===== src/rtl/tag_match_pkg.sv =====
// Shared defaults for the tag-match pipeline and the index-width helper.
package tag_match_pkg;

  localparam int TAG_W_DEF = 20;
  localparam int WAYS_DEF  = 4;
  localparam int CNT_W_DEF = 16;

  // Index width never drops below one bit, even for two ways.
  function automatic int idx_w(input int ways);
    return (ways <= 2) ? 1 : $clog2(ways);
  endfunction

endpackage


===== src/rtl/tag_eq.sv =====
// Full-width equality of two tags by XOR followed by NOR-reduce.
module tag_eq #(
  parameter int W = 20
) (
  input  logic [W-1:0] a,
  input  logic [W-1:0] b,
  output logic         eq
);

  assign eq = ~|(a ^ b);

endmodule


===== src/rtl/tag_match_pipe.sv =====
// Parallel tag compare across WAYS with a one-deep registered response stage
// and saturating hit/miss statistics.
module tag_match_pipe
  import tag_match_pkg::*;
#(
  parameter int TAG_W = TAG_W_DEF,
  parameter int WAYS  = WAYS_DEF,
  parameter int CNT_W = CNT_W_DEF,
  localparam int IDX_W = idx_w(WAYS)
) (
  input  logic                  i_clk,
  input  logic                  i_rst_n,
  input  logic                  i_req_valid,
  output logic                  o_req_ready,
  input  logic [TAG_W-1:0]      i_tag,
  input  logic [WAYS*TAG_W-1:0] i_way_tag,
  input  logic [WAYS-1:0]       i_way_vld,
  output logic                  o_rsp_valid,
  input  logic                  i_rsp_ready,
  output logic                  o_hit,
  output logic [WAYS-1:0]       o_hit_oh,
  output logic [IDX_W-1:0]      o_hit_idx,
  output logic                  o_multi_hit,
  input  logic                  i_cnt_clr,
  output logic [CNT_W-1:0]      o_hit_cnt,
  output logic [CNT_W-1:0]      o_miss_cnt
);

  logic [WAYS-1:0]  tag_equal;
  logic [WAYS-1:0]  match;
  logic             match_any;
  logic             match_multi;
  logic [IDX_W-1:0] match_idx;
  logic             accept;

  for (genvar k = 0; k < WAYS; k++) begin : g_way
    tag_eq #(.W(TAG_W)) u_eq (
      .a  (i_way_tag[k*TAG_W +: TAG_W]),
      .b  (i_tag),
      .eq (tag_equal[k])
    );
  end

  assign match       = tag_equal & i_way_vld;
  assign match_any   = |match;
  // Clearing the lowest set bit leaves something only if two or more were set.
  assign match_multi = |(match & (match - WAYS'(1)));

  always_comb begin
    match_idx = '0;
    for (int k = WAYS - 1; k >= 0; k--) begin
      if (match[k]) match_idx = IDX_W'(k);
    end
  end

  assign o_req_ready = ~o_rsp_valid | i_rsp_ready;
  assign accept      = i_req_valid & o_req_ready;

  always_ff @(posedge i_clk or negedge i_rst_n) begin
    if (!i_rst_n) begin
      o_rsp_valid <= 1'b0;
      o_hit       <= 1'b0;
      o_hit_oh    <= '0;
      o_hit_idx   <= '0;
      o_multi_hit <= 1'b0;
    end else if (accept) begin
      o_rsp_valid <= 1'b1;
      o_hit       <= match_any;
      o_hit_oh    <= match;
      o_hit_idx   <= match_idx;
      o_multi_hit <= match_multi;
    end else if (i_rsp_ready) begin
      o_rsp_valid <= 1'b0;
    end
  end

  always_ff @(posedge i_clk or negedge i_rst_n) begin
    if (!i_rst_n) begin
      o_hit_cnt  <= '0;
      o_miss_cnt <= '0;
    end else if (i_cnt_clr) begin
      o_hit_cnt  <= '0;
      o_miss_cnt <= '0;
    end else if (accept) begin
      if (match_any) begin
        if (o_hit_cnt != '1) o_hit_cnt <= o_hit_cnt + CNT_W'(1);
      end else begin
        if (o_miss_cnt != '1) o_miss_cnt <= o_miss_cnt + CNT_W'(1);
      end
    end
  end

endmodule

===== config.mk =====
export PLATFORM = sky130hd
export DESIGN_NAME = tag_match_pipe
export DESIGN_NICKNAME = d
export VERILOG_FILES = /design/src/rtl/tag_match_pkg.sv /design/src/rtl/tag_eq.sv /design/src/rtl/tag_match_pipe.sv
export SDC_FILE = /design/constraint.sdc
export NUM_CORES = 1
export LEC_CHECK = 0
export ABC_AREA = 1
export CORE_ASPECT_RATIO = 0.9
export CORE_UTILIZATION = 65
export CTS_CLUSTER_SIZE = 28
export DETAILED_ROUTE_END_ITERATION = 8
export DONT_BUFFER_PORTS = 1
export HOLD_SLACK_MARGIN = 0.03
export MAX_ROUTING_LAYER = met4
export PLACE_DENSITY_LB_ADDON = 0.15
export SLEW_MARGIN = 10
export SYNTH_ARGS = -nofsm -noshare
export SYNTH_HDL_FRONTEND = slang
export SYNTH_HIERARCHICAL = 1
export SYNTH_SLANG_ARGS = --single-unit

===== constraint.sdc =====
create_clock -name i_clk -period 2 [get_ports i_clk]
set_input_delay 0.4 -clock i_clk [delete_from_list [all_inputs] [get_ports i_clk]]
set_output_delay 0.4 -clock i_clk [all_outputs]
set_load 0.1 [all_outputs]

* Yosys cells after proc, flatten, opt, wreduce, memory -nomap -nowiden
Index checks and enable logic that the tools add are counted.
** Storage, ports and cells
- Bits in writable memories :: 0
- Logic and storage cells :: 53
- Latch bits :: 0
- Output and inout port bits :: 42
- Flip-flop bits (word level) :: 41
- Memories :: 0
- Bits of input ports :: 109
- ROM bits :: 0
** Operators by class
- Equality and inequality tests :: 3
- Add/subtract/negate cells :: 3
- Reductions and logical operators :: 17
- Mux-type cells :: 14
- Bitwise gates (word level) :: 9
- Shift-type cells :: 0
- Multipliers :: 0
- Div/mod/pow operators :: 0
- Magnitude comparators :: 0
** Operators by type and width (number)
- $mux W16 :: 8
- $reduce_or A20 Y1 :: 4
- $xor A20 B20 Y20 :: 4
- $add A16 B1 Y16 const B :: 2
- $ne A16 B16 Y1 const B :: 2
- $reduce_bool A2 Y1 :: 5
- $and A4 B4 Y4 :: 2
- $mux W2 :: 4
- $reduce_or A4 Y1 :: 2
- $reduce_and A3 Y1 :: 2
- $logic_not A1 Y1 :: 4
- $sub A4 B1 Y4 const B :: 1
- $mux W1 :: 2
- $ne A2 B2 Y1 const B :: 1
- $and A1 B1 Y1 :: 1
- $not A1 Y1 :: 1
- $or A1 B1 Y1 :: 1

* Longest topological paths before layout
- Depth in word-level cells :: 8
- Depth in mapped cells :: 16
- Depth with buffers taken out :: 15

* Hierarchy
Netlist, hierarchy kept.
** Modules (own cells, without submodules)
- tag_match_pipe :: area an instance 2457.4 um^2, sequential area each 1026.0 um^2, instances 1, cells an instance 331
- tag_eq :: area an instance 334.1 um^2, sequential area each 0.0 um^2, instances 4, cells an instance 74

* Worst setup path after synthesis
No wires, ideal clock.
- Path type :: register to register
- Start point :: register o_hit_cnt[1]
- End point :: register o_hit_cnt[2]
- Required time :: 1.932 ns
- Setup time :: 0.068 ns
- Period minus slack after synthesis :: 2.312 ns
- Slack :: -0.312 ns
- Arrival :: 2.244 ns
- Cell stages (with the launch flop) :: 11
- Path buffers :: 1
- Cells stage by stage :: dfrtp_1 > ha_1 > nand3_1 > inv_2 > nand2_2 > nor2_4 > nor2_4 > nor2_8 > buf_6 > nand2_1 > nand2_1
** On the way
- Longest elaborated chain between the ends :: 5
- Elaborated cells on any way between the ends :: 8
- Classes of those cells :: 1 x add/sub; 1 x eq/ne; 4 x mux; 2 x reduce/logical
** RTL lines
- from (decl) :: line tag_match_pipe.sv:25 : output logic [CNT_W-1:0] o_hit_cnt,
- from (signal assigned) :: line tag_match_pipe.sv:86 : if (o_hit_cnt != '1) o_hit_cnt <= o_hit_cnt + CNT_W'(1);
- $add A16 B1 Y16 :: line tag_match_pipe.sv:86
- $mux W16 :: line tag_match_pipe.sv:86
- $mux W16 :: line tag_match_pipe.sv:85 : if (match_any) begin
- $mux W16 :: line tag_match_pipe.sv:84 : end else if (accept) begin
- $mux W16 :: line tag_match_pipe.sv:81 : end else if (i_cnt_clr) begin
Parallel ways exist; a longest one is shown, timed or not. The select of a mux whose other input is x is not followed.
A chain may end at the register's enable or synchronous reset.

* Worst setup path in the final report
- Start point :: register o_hit_cnt[0]
- End point :: register o_hit_cnt[15]
Same word-level chain as after synthesis.

==> metrics.md <==
| Metric | Value |
|---|---|
| MaxCap Viol Count | 0 |
| First-pass GRT wire length | 15.6 mm |
| Final Max Tran Viols | 0 |
| Final nets | just under 800 |
| Fillers | 451 |
| Hold Crit Depth | 2 |
| Avg Inst Size Synth | slightly above 6 um^2 |
| Seq/Total Area, Yosys | 27.0% |
| Status | complete, no violations |
| CTS HTree Levels | 2 |
| Vias in the first global route | 3,712 |
| WL final | 9.76 mm |
| Via count | 3,942 |
| Clk network pwr share | about two fifths |
| Die height | ~74 um |
| Finish-stage setup viols | 0 |
| R2R Setup Slk | ~0.21 ns |
| Logic gate share of total power | 18.6% |
| Root buf cell | clkbuf_8 |
| Number of synthesized flops with an enable pin | 0 |
| Core area | 0.00566 mm^2 |
| Reg2Reg Depth | 10 |
| Largest net degree at the start of global routing | 42 |
| Yosys top cell area share | about 28% |
| Synth async-reset ratio | 100% |
| Mapped Nets | around 740 |
| Gr usage total | 33.9% |
| Grt ovf | 0 |
| Setup repair bufs after CTS | 0 |
| Number of antenna violations at the first check in global routing | 0 |
| CP cell instances | ha_1, nand3_2, inv_2, nand2_2, nor2_4, nor2_4, buf_12, nor2_8, nand2_1, nand2_1 |
| IO Count | approximately 150 |
| GP Congestion | between 0.8 and 0.9 |
| Max Clock Freq | 560 MHz |
| Sequential power share | 41.2% |
| Synth top cells by count | 284 x nand2_1, 93 x inv_1, 53 x nor2_1 |
| Share of cells above drive strength 1 | between 10% and 20% |
| # clock sinks | ~40 |
| Cell taking the most area after synthesis | nand2_1 |
| Relative slew margins | between 60% and 70% |
| Setup crit end kind | register |
| 1st-pass router iterations | 5 |
| Sw Pwr | 555 uW |
| Worst R2R Start | o_hit_cnt[0]$_DFFE_PN0P_ |
| Hold path endpoint | o_rsp_valid$_DFFE_PN0P_ |
| Area growth syn-to-layout | 16.2% |
| Post-Synthesis Cells | approximately 630 |
| Final worst-path cycle share | 89.4% |
| Ranking of synthesized cells by area | nand2_1 28%, dfrtp_1 27%, xnor2_1 10% |
| Initial core utilization | 67.0% |
| Die Wd | between 80 and 90 um |
| Count leader, synth | nand2_1 |
| Worst Skew | 0.00944 ns |
| RSZ-0062 raised after global routing | false |
| Row count | 26 |
| Worst R2R End | o_hit_cnt[15]$_DFFE_PN0P_ |
| Worst Path Class, Setup | register to register |
| Detailed Place HPWL | 7.63 mm |
| Sw frac | 27.1% |
| Ys flop type | dfrtp_1 |
| Num CTS Buffers | 5 |
| CP max stage delay | 0.37 ns |
| Max FO, Critical Path | 17 |
| Netlist cell types | 27 |
| Vias/cell | roughly 5.3 |
| Hold Worst Slack | between 0.2 and 0.3 ns |
| Final hold vios | 0 |
| VDD IR max | 0.425 mV |
| TritonCTS clock tree | done |
| Area of the mapped netlist | about 0.0038 mm^2 |
| Slew @ Worst Pin | 0.524 ns |
| Die area | 0.00615 mm^2 |
| P_leak | 0.00237 uW |
| Post-route DRC | 0 |
| Launch point of the worst hold path | i_req_valid |
| Port Buffers | 0 |
| Initial drt markers | 220 |
| Wirelength per Cell | approximately 13 um |
| Post-layout util | between 70 and 80% |
| FF+latch count, synth | between 40 and 50 |
| WP data arrival | 2.03 ns |
| Critical path's slowest cell | dfrtp_2 |
| Cell Pwr Density | 464 mW/mm^2 |
| Critical Path RT | 2.24 ns |
| Yosys warning total | 6 |
| Min cycle time layout | about 1.8 ns |
| Antenna fix cells | 0 |
| Startpoint types | register |
| Hold crit path type | input port to register |
| Clk buf depth | 2 |
| Clock Pin Slew Worst Setup and Hold Paths | ~0.09 ns |
| Int Pwr | between 1000 and 1500 uW |
| Clk Latency, worst-skew pair | 0.30 ns |
| Post-route ant nets | 0 |
| Setup_tns | 0 ns |
-- layout make-up --
| class | count | area (um^2) | area share (%) |
|---|---|---|---|
| Tap cell | 70 | 87.6 | 1.99 |
| Timing Repair Buffer | 48 | 400 | 9.08 |
| Inverter | 94 | 353 | 8.00 |
| Sequential cell | 41 | 1060 | 23.9 |
| Clock buffer | 5 | 68.8 | 1.56 |
| Multi-Input combinational cell | 484 | 2370 | 53.9 |
| Clock inverter | 3 | 68.8 | 1.56 |
-- kinds of logic (layout without fill, tap and decap cells) --
family | count (synthesis) | in the layout | synth area share [%]
simple gates | 408 | 408 | 45.5
xor+xnor | 55 | 55 | 12.7
fa+ha+maj | 2 | 2 | 0.660
compound gates | 19 | 19 | 3.53
flops | 41 | 41 | 27.0
buf+inv | 102 | 150 | 10.6
-- power groups by stage --
stage / logic (uW) / registers [uW] / clock network [uW]
2_1_floorplan: 253 / 909 / 0
3_3_place_gp: 348 / 859 / 0
3_5_place_dp: 357 / 859 / 0
4_1_cts: 382 / 843 / 821
5_1_grt: 428 / 844 / 850
6_report: 380 / 843 / 824
-- worst max-delay path: cells and delay by family (launching register included) --
family,cells,cell delay (ns)
buf+inv,2,0.25
simple gates,7,0.82
fa+ha+maj,1,0.27
flops,1,0.37
-- through the flow --
stage | cell area (um^2) | setup slack (ns) | power (uW) | instances
after floorplan | 3830 | 0.0256 | 1160 | 627
after global placement | 4240 | 0.111 | 1210 | 735
after detailed placement | 4240 | 0.0773 | 1220 | 735
after CTS | 4400 | 0.155 | 2050 | 745
after global routing | 4410 | 0.0693 | 2120 | 745
final | 4410 | 0.213 | 2050 | 745
-- layer usage --
layer | global-route usage (%) | part of all wire, % | up-vias
met5 | - | 0 | -
met4 | 15.5 | 2.7 | 0
met3 | 6.75 | 7.1 | 27
met2 | 61.3 | 53 | 184
met1 | 35.2 | 37 | 1740
li1 | - | - | 1991
-- registers in the layout (all words and copies together), names as in the netlist --
name         cells
o_hit_cnt       16
o_miss_cnt      16
o_hit_oh         4
o_hit_idx        2
o_hit            1
o_multi_hit      1
o_rsp_valid      1
-- cell usage in the layout, fill, tap and decap left out --
master	instances
nand2_1	283
inv_1	93
nor2_1	53
xnor2_1	44
buf_4	44
nand3_1	26
nand4_1	26
dfrtp_2	24
dfrtp_1	17
xor2_1	11
o21ai_0	8
nor2_4	6
o21bai_1	6
clkbuf_8	5
nand2_2	4
nand3b_1	3
or2_2	3
buf_12	3
nand3_2	2
ha_1	2
bufinv_16	2
a21oi_4	1
o21ai_2	1
inv_2	1
nor2_2	1
nor2_8	1
o31ai_1	1
o21a_1	1
a32oi_1	1
inv_6	1
dlygate4sd3_1	1
-- timing repair --
item,CTS,global route
endpoints found under the setup margin,0,3
hold buffers,2,0
gates resized for setup,0,1
endpoints found under the hold margin,41,0
-- worst max path at each step --
stage                                        start                    endpoint  cells past startpoint
after floorplan           o_hit_cnt[1]$_DFFE_PN0P_   o_hit_cnt[13]$_DFFE_PN0P_                     10
after global placement               i_way_tag[34]  o_miss_cnt[10]$_DFFE_PN0P_                     15
after detailed placement             i_way_tag[18]    o_hit_cnt[2]$_DFFE_PN0P_                     15
after CTS                 o_hit_cnt[0]$_DFFE_PN0P_   o_hit_cnt[15]$_DFFE_PN0P_                     10
after global routing      o_hit_cnt[0]$_DFFE_PN0P_    o_hit_cnt[2]$_DFFE_PN0P_                     10
final                     o_hit_cnt[0]$_DFFE_PN0P_   o_hit_cnt[15]$_DFFE_PN0P_                     10
Note: power is estimated with default switching activity, not from simulation.
